File: config.mk
export PLATFORM = sky130hd
export DESIGN_NAME = sp_ram_arbiter
export DESIGN_NICKNAME = d
export VERILOG_FILES = /design/src/rtl/sp_ram_arbiter.sv
export SDC_FILE = /design/constraint.sdc
export NUM_CORES = 1
export LEC_CHECK = 0
export CAP_MARGIN = 10
export CORE_AREA = 2 2 100 102
export CTS_CLUSTER_DIAMETER = 150
export DETAILED_ROUTE_END_ITERATION = 6
export DIE_AREA = 0 0 102 104
export GPL_TIMING_DRIVEN = 0
export SETUP_SLACK_MARGIN = 0.3
export SLEW_MARGIN = 20
export SYNTH_ARGS = -nofsm -noshare
export SYNTH_HDL_FRONTEND = slang
export SYNTH_SLANG_ARGS = --single-unit
File: constraint.sdc
create_clock -name clk -period 2.1 [get_ports clk]
set_input_delay 0.42 -clock clk [delete_from_list [all_inputs] [get_ports clk]]
set_output_delay 0.42 -clock clk [all_outputs]
set_load 0.02 [all_outputs]
File: src/rtl/sp_ram_arbiter.sv
// Two-port arbiter in front of a single-port byte-enabled SRAM wrapper.
// Port 0 is the instruction side and port 1 is the data side.
// Grants are combinational. Each grant returns exactly one rvalid one cycle later.
// That rvalid is steered back to the port that issued the access.
module sp_ram_arbiter #(
  parameter int unsigned ADDR_WIDTH = 15,
  parameter int unsigned DATA_WIDTH = 32
) (
  input  logic                    clk,
  input  logic                    rstn_i,
  input  logic                    prio_i,

  input  logic                    p0_req_i,
  output logic                    p0_gnt_o,
  input  logic [ADDR_WIDTH-1:0]   p0_addr_i,
  input  logic                    p0_we_i,
  input  logic [DATA_WIDTH/8-1:0] p0_be_i,
  input  logic [DATA_WIDTH-1:0]   p0_wdata_i,
  output logic                    p0_rvalid_o,
  output logic [DATA_WIDTH-1:0]   p0_rdata_o,

  input  logic                    p1_req_i,
  output logic                    p1_gnt_o,
  input  logic [ADDR_WIDTH-1:0]   p1_addr_i,
  input  logic                    p1_we_i,
  input  logic [DATA_WIDTH/8-1:0] p1_be_i,
  input  logic [DATA_WIDTH-1:0]   p1_wdata_i,
  output logic                    p1_rvalid_o,
  output logic [DATA_WIDTH-1:0]   p1_rdata_o,

  output logic                    ram_en_o,
  output logic [ADDR_WIDTH-1:0]   ram_addr_o,
  output logic                    ram_we_o,
  output logic [DATA_WIDTH/8-1:0] ram_be_o,
  output logic [DATA_WIDTH-1:0]   ram_wdata_o,
  input  logic [DATA_WIDTH-1:0]   ram_rdata_i
);

  localparam int unsigned BE_WIDTH = DATA_WIDTH / 8;

  // rr_q holds the last granted port. The other port wins the next conflict.
  logic rr_q, rr_d;
  logic rvalid_q, rvalid_d;
  logic owner_q, owner_d;

  // Grant selection: the only requester wins; on conflict, priority mode or the round-robin pointer decides.
  always_comb begin
    p0_gnt_o = 1'b0;
    p1_gnt_o = 1'b0;
    if (p0_req_i && p1_req_i) begin
      if (prio_i || rr_q) begin
        p0_gnt_o = 1'b1;
      end else begin
        p1_gnt_o = 1'b1;
      end
    end else if (p0_req_i) begin
      p0_gnt_o = 1'b1;
    end else if (p1_req_i) begin
      p1_gnt_o = 1'b1;
    end
  end

  // RAM drive: mux of the granted port's signals. All outputs are zero when idle.
  always_comb begin
    ram_en_o    = 1'b0;
    ram_addr_o  = '0;
    ram_we_o    = 1'b0;
    ram_be_o    = '0;
    ram_wdata_o = '0;
    if (p0_gnt_o) begin
      ram_en_o    = 1'b1;
      ram_addr_o  = p0_addr_i;
      ram_we_o    = p0_we_i;
      ram_be_o    = p0_be_i;
      ram_wdata_o = p0_wdata_i;
    end else if (p1_gnt_o) begin
      ram_en_o    = 1'b1;
      ram_addr_o  = p1_addr_i;
      ram_we_o    = p1_we_i;
      ram_be_o    = BE_WIDTH'(p1_be_i);
      ram_wdata_o = p1_wdata_i;
    end
  end

  // Next state: the pointer follows every grant, and the response tracker records the owner.
  always_comb begin
    rr_d     = rr_q;
    owner_d  = owner_q;
    rvalid_d = p0_gnt_o | p1_gnt_o;
    if (p0_gnt_o) begin
      rr_d    = 1'b0;
      owner_d = 1'b0;
    end else if (p1_gnt_o) begin
      rr_d    = 1'b1;
      owner_d = 1'b1;
    end
  end

  // State registers. Reset clears any in-flight response.
  always_ff @(posedge clk or negedge rstn_i) begin
    if (!rstn_i) begin
      rr_q     <= 1'b1;
      owner_q  <= 1'b0;
      rvalid_q <= 1'b0;
    end else begin
      rr_q     <= rr_d;
      owner_q  <= owner_d;
      rvalid_q <= rvalid_d;
    end
  end

  // Responses: the RAM data fans out to both ports and is qualified by the owner's rvalid.
  assign p0_rvalid_o = rvalid_q & ~owner_q;
  assign p1_rvalid_o = rvalid_q &  owner_q;
  assign p0_rdata_o  = ram_rdata_i;
  assign p1_rdata_o  = ram_rdata_i;

endmodule

==> impl_metrics.py <==
metrics = {
    "run_status": {
        "status": "finished clean",
    },
    "grt": {
        "antenna_found_initial": 0,
        "grt_max_degree": 11,
        "grt_pass1_wl_mm": 13.2,
        "grt_pass1_vias": 2698,
        "overflow": 0,
        "grt_use_total_pct": 15.5,
    },
    "floorplanning": {
        "die_y_um": 104,
        "core-area_sq_um": 9550,
        "die_area_sq_um": 10600,
        "start_util_pct": 15.9,
        "rows": 36,
        "ios": 262,
        "fp.dieW_um": 102,
    },
    "run": {
        "cap_violations": 0,
    },
    "cells_and_area": {
        "diodes": 0,
        "drive_above_1_share_pct": 42.7,
        "area.growth.synth_to_final_pct": 228,
        "final_cell_area_sq_um": 4970,
        "num-nets-final": 653,
        "fillers": 892,
    },
    "routing": {
        "vias": 2647,
        "drtAntennaViolNets": 0,
        "drc": 0,
        "finalWirelength_mm": 9.28,
        "firstDrtPassIters": 4,
        "drtIter0Drc": 45,
        "via_per_inst": 4.11,
        "avgRoutedWirePerCell_um": 14.4,
    },
    "pwr": {
        "powerDensity_nw_per_um2": 322,
        "p_int_mw": 0.984,
        "vdd_drop_max_mv": 0.164,
        "p_leak_nw": 2.13,
        "sw_frac_of_total_pct": 38.6,
        "combPwrFrac_pct": 85.2,
        "p_switching_mw": 0.619,
        "power_frac_clock_pct": 10.5,
        "p_seq_share_pct": 4.3,
    },
    "yosys": {
        "ys_ff_latch": 3,
        "synth_area_sq_um": 1510,
        "yosysUniqueCellTypes": 17,
        "yosys_warnings": 0,
        "netlist_instances": 258,
        "seq_area_frac_synth_pct": 5.04,
        "syn_nets": 399,
        "syn_area_per_cell_sq_um": 5.87,
    },
    "sta": {
        "finalSetupViolations": 0,
        "period_share_pct": 95.1,
        "period_minus_slack_ns": 2.00,
        "worst_pin_slew_ns": 0.235,
        "fin_ws_ns": 0.104,
        "clock.fmax_ghz": 0.501,
        "rsz0062_at_grt": "yes",
        "fin_skew_ns": 0.0000442,
        "hold_violations": 0,
        "relSlewSlack_pct": 84.3,
        "maxSlewViolCount": 0,
        "whs_ns": 0.387,
    },
    "critical_path": {
        "crit_family": "flip-flops",
        "path_cells": "o21a_1 > buf_6 > buf_6 > buf_8 > o22ai_2 > buf_6",
        "crit_type": "reg2out",
        "cp_num_cells": 6,
        "end_kind": "output pin",
        "ff2ff_setup_slack_ns": 0.77,
        "path_max_fanout": 6,
        "r2r-start": "rr_q$_DFFE_PN1P_",
        "rr_endpoint": "rr_q$_DFFE_PN1P_",
        "crit_arrival_ns": 1.58,
        "cpPeakStageDelay_ns": 0.56,
        "reg2reg_depth": 5,
        "crit_path_frequent_cell": "buf_6",
        "cp_slowest_cell": "dfstp_2",
        "start_kind": "register",
        "crit_end": "ram_wdata_o[24]",
        "crit_buf_inv": 4,
        "crit_required_ns": 1.68,
        "worstSetupStartpoint": "rr_q$_DFFE_PN1P_",
    },
    "clock_tree": {
        "cts_max_level": 1,
        "postCtsHoldBufs": 0,
        "insertion_delay_ns": 0.21,
        "path_clk_slew_ns": 0.03,
        "cts_inserted_buffers": 3,
        "clock_sinks": 3,
        "cts-root-buf": "clkbuf_8",
        "cts.path.max_buffers": 2,
        "cts_tree": "built",
    },
    "placed_design": {
        "place_hpwl_mm": 6.87,
        "gp_congestion": 0.802,
        "post-place-ws_ns": -0.739,
        "place_area_sq_um": 3970,
        "portBuffers": 229,
    },
    "min_path": {
        "hold_path_class": "in2async",
    },
}
## registers in the layout, summed over array words and instances, names as in the netlist
name / flops
rvalid_q: 1
owner_q: 1
rr_q: 1
## what timing repair did
item / 4_1_cts / 5_1_grt
resized for setup: 409 / 49
cloned: 7 / 2
pin swaps: 25 / 12
buffers inserted: 9 / 2
setup endpoints to repair: 55 / 55
endpoints found under the hold margin: 0 / 0
## layer usage
| layer | track usage [%] | routed length (um) | up-vias |
|---|---|---|---|
| met5 | 0 | 0 | - |
| met4 | 3.05 | 65 | 0 |
| met3 | 3.02 | 798 | 4 |
| met2 | 32.0 | 5210 | 144 |
| met1 | 15.2 | 3210 | 1193 |
| li1 | - | - | 1306 |
## power by group through the flow
stage / Clock, mW / Sequential [mW] / Combinational [mW]
5_1_grt: 0.177 / 0.0700 / 1.44
4_1_cts: 0.171 / 0.0694 / 1.27
6_report: 0.168 / 0.0697 / 1.37
2_1_floorplan: 0 / 0.0691 / 0.504
3_5_place_dp: 0 / 0.0700 / 1.07
3_3_place_gp: 0 / 0.0697 / 1.06
## worst reg2reg max path: cells and delay by family, from the launching register on
kind / cells / cell delay (ns)
simple gates: 1 / 0.04
flops: 1 / 0.56
buf+inv: 3 / 0.51
compound gates: 1 / 0.16
## Yosys cell counts
cell	instances	area share, %
and2_1	1	0.41
and2b_2	1	0.58
buf_2	7	2.3
buf_4	67	33
buf_6	5	3.7
clkbuf_1	8	2.0
dfrtp_1	2	3.3
dfstp_2	1	1.7
inv_1	2	0.50
nand2_1	104	26
nor2_1	3	0.74
nor2b_1	1	0.41
nor3b_4	1	1.2
o21a_1	1	0.50
o22ai_1	50	21
o22ai_2	3	2.5
or2_2	1	0.41
## worst min path at each step
stage / startpoint / to / slack, ns / cells past startpoint
final: rstn_i / owner_q$_DFFE_PN0P_ / 0.39 / 1
after global routing: rstn_i / rvalid_q$_DFF_PN0_ / 0.40 / 1
after CTS: rstn_i / rvalid_q$_DFF_PN0_ / 0.39 / 1
after detailed placement: rr_q$_DFFE_PN1P_ / rr_q$_DFFE_PN1P_ / 0.51 / 2
after global placement: rr_q$_DFFE_PN1P_ / rr_q$_DFFE_PN1P_ / 0.50 / 2
after floorplan: rstn_i / owner_q$_DFFE_PN0P_ / 0.12 / 0
## layout by cell type (no fill, tap or decap)
cell and instances:
buf_2 3, buf_8 8, inv_1 2, buf_12 6, o21a_1 1, o22ai_2 22
clkbuf_2 1, buf_6 50, and2b_2 1, dlymetal6s2s_1 1, o22ai_4 25, o22ai_1 6
or2_2 1, nor2b_1 1, buf_16 2, dfstp_2 1, nand2_1 104, dlygate4sd2_1 1
clkbuf_4 2, nor2_1 3, bufbuf_16 1, clkdlybuf4s15_2 1, dfrtp_1 2, buf_4 82
clkdlybuf4s50_1 170, clkbuf_16 2, clkbuf_8 9, and2_1 1, clkbuf_1 1, nor3b_4 1
## layout make-up
class                           instances  area [sq um]  area share, %
Timing Repair Buffer                  249          2610           52.5
Multi-Input combinational cell        166          1270           25.5
Clock buffer                            4          45.0          0.906
Tap cell                              133           166           3.35
Sequential cell                         3          76.3           1.53
Buffer                                 87           796           16.0
Inverter                                2          7.51          0.151
## logic make-up after synthesis
group           count (synthesis)  share of synthesized area [%]
flops                           3                           5.04
compound gates                 54                           23.6
simple gates                  112                           29.6
buf+inv                        89                           41.7
## metrics by stage
step / power, mW / TNS (ns) / instances / utilization (%)
global route: 1.69 / 0 / 644 / 52.1
detailed placement: 1.14 / -36.95 / 620 / 41.6
CTS: 1.51 / 0 / 640 / 48.9
floorplan: 0.573 / 0 / 258 / -
global placement: 1.13 / -36.33 / 620 / 41.6
finish: 1.60 / 0 / 644 / 52.1
Power figures use the tool's default switching activity.
==> edit, RTL diff (config.mk and constraints unchanged) <==
Change the parameter `ADDR_WIDTH` from 15 to 16.
--- a/src/rtl/sp_ram_arbiter.sv
+++ b/src/rtl/sp_ram_arbiter.sv
@@ -3,7 +3,7 @@
 // Grants are combinational. Each grant returns exactly one rvalid one cycle later.
 // That rvalid is steered back to the port that issued the access.
 module sp_ram_arbiter #(
-  parameter int unsigned ADDR_WIDTH = 15,
+  parameter int unsigned ADDR_WIDTH = 16,
   parameter int unsigned DATA_WIDTH = 32
 ) (
   input  logic                    clk,
Interface: changed (resized p0_addr_i, p1_addr_i and ram_addr_o); port bits go from 262 to 265. The function was not compared with the original's and may differ.
==> edit against the unedited design <==
Highest routed layer unchanged; worst setup slack gained 0.069 ns; synthesized area shrank 0.91%; fmax is 3.6% higher; first-iteration DRC count decreased by 8.9%; power is 13% lower; sequential cell count is the same; largest power group unchanged; non-clock buffer count decreased by 9; design area is 13% lower; wire length decreased by 6.7%.
==> edit: results (changes against the unedited design) <==
[status]
status = finished clean  ; unchanged

[worst_setup_path]
cp.arrival_ns = 1.51  ; was 1.58 ns
critPathMaxFanout = 10  ; was 6

[synthesis]
synth.avg_cell_area_sq_um = 5.75  ; was 5.87 sq um
netlist_top_cells_count = nand2_1, buf_4, o22ai_1  ; unchanged
synth_area_leaders = buf_4, nand2_1, o22ai_1  ; unchanged
ys_seq_area_frac = 0.0509  ; was 0.0504
synthDistinctLibCells = 15  ; was 17
syn-num-nets = 404  ; was 399
synth_flop_cell = dfrtp_1  ; unchanged

[placement]
dpl-instance-area_sq_mm = 0.00399  ; was 0.00397 sq mm
dp_slack_ns = -0.836  ; was -0.739 ns
port_buffers = 232  ; was 229
dp_cells = 626  ; was 620
gp_congestion = 0.767  ; was 0.802

[routing]
drt_iter0_drc = 41  ; was 45
wl_per_cell_um = 13.6  ; was 14.4 um
vias = 2621  ; was 2,647

[global_routing]
track_usage = 0.149  ; was 0.155
grt_pass1_wl_um = 12900  ; was 13,200 um

[cells_and_area]
area_delta_synth_final_pct = 188  ; was 228%
drive_gt1_frac = 0.370  ; was 0.427
layout.nets = 649  ; was 653
fillCellCount = 983  ; was 892
layout.cells.non_filler = 638  ; was 644

[timing]
holdWs_ns = 0.395  ; was 0.387 ns
worstMarginPinSlew_ns = 0.229  ; was 0.235 ns

[power_and_ir_drop]
ir_worst_vdd_mv = 0.180  ; was 0.164 mV
p_leak_nw = 1.94  ; was 2.13 nW

edit: repair_timing:
action / in CTS / in global routing
setup buffers: 4 / 0
gates resized for setup: 306 / 64
gates cloned: 3 / 1
endpoints found under the setup margin: 56 / 54
pin swaps: 5 / 1
edit: cell type report:
type / count / share of cell area
Sequential cell: 3 / 0.0177
Buffer: 87 / 0.177
Timing Repair Buffer: 240 / 0.524
Clock buffer: 4 / 0.0104
Inverter: 2 / 0.00174
Tap cell: 133 / 0.0385
Multi-Input combinational cell: 169 / 0.231
edit: logic make-up (layout without fill, tap and decap cells):
kind of cell	Yosys count	after routing	share of synthesized area
AO/OA/AOI/OAI	55	55	0.230
buffers and inverters	89	333	0.417
flip-flops	3	3	0.0509
AND/OR/NAND/NOR	114	114	0.302
edit: per-layer routing:
layer,GRT usage,vias to the layer above,part of all wire
li1,-,1296,-
met1,0.154,1156,0.36
met2,0.294,159,0.53
met3,0.0370,10,0.095
met4,0.0276,0,0.012
met5,0,-,0
edit: where the power goes:
part           switching (mW)  total, mW  internal, mW
sequential            0.00518     0.0702        0.0650
clock                  0.0427      0.173         0.130
combinational           0.505       1.15         0.648
total                   0.553       1.40         0.842
edit: how the worst max path moves through the flow:
stage,startpoint,to,slack [ns],cells after the start
floorplan,p1_req_i,ram_addr_o[0],0.40,4
global placement,p1_req_i,ram_wdata_o[10],-0.81,6
detailed placement,p1_req_i,ram_wdata_o[14],-0.84,6
CTS,rr_q,ram_wdata_o[23],0.17,5
global route,rr_q,ram_wdata_o[20],0.14,5
finish,p1_req_i,ram_wdata_o[26],0.17,6
edit: critical path: stages:
cell and delay, ns:
clkdlybuf4s15_1 0.23, nor3b_4 0.25, buf_6 0.19, buf_12 0.16, o22ai_2 0.09, buf_4 0.16
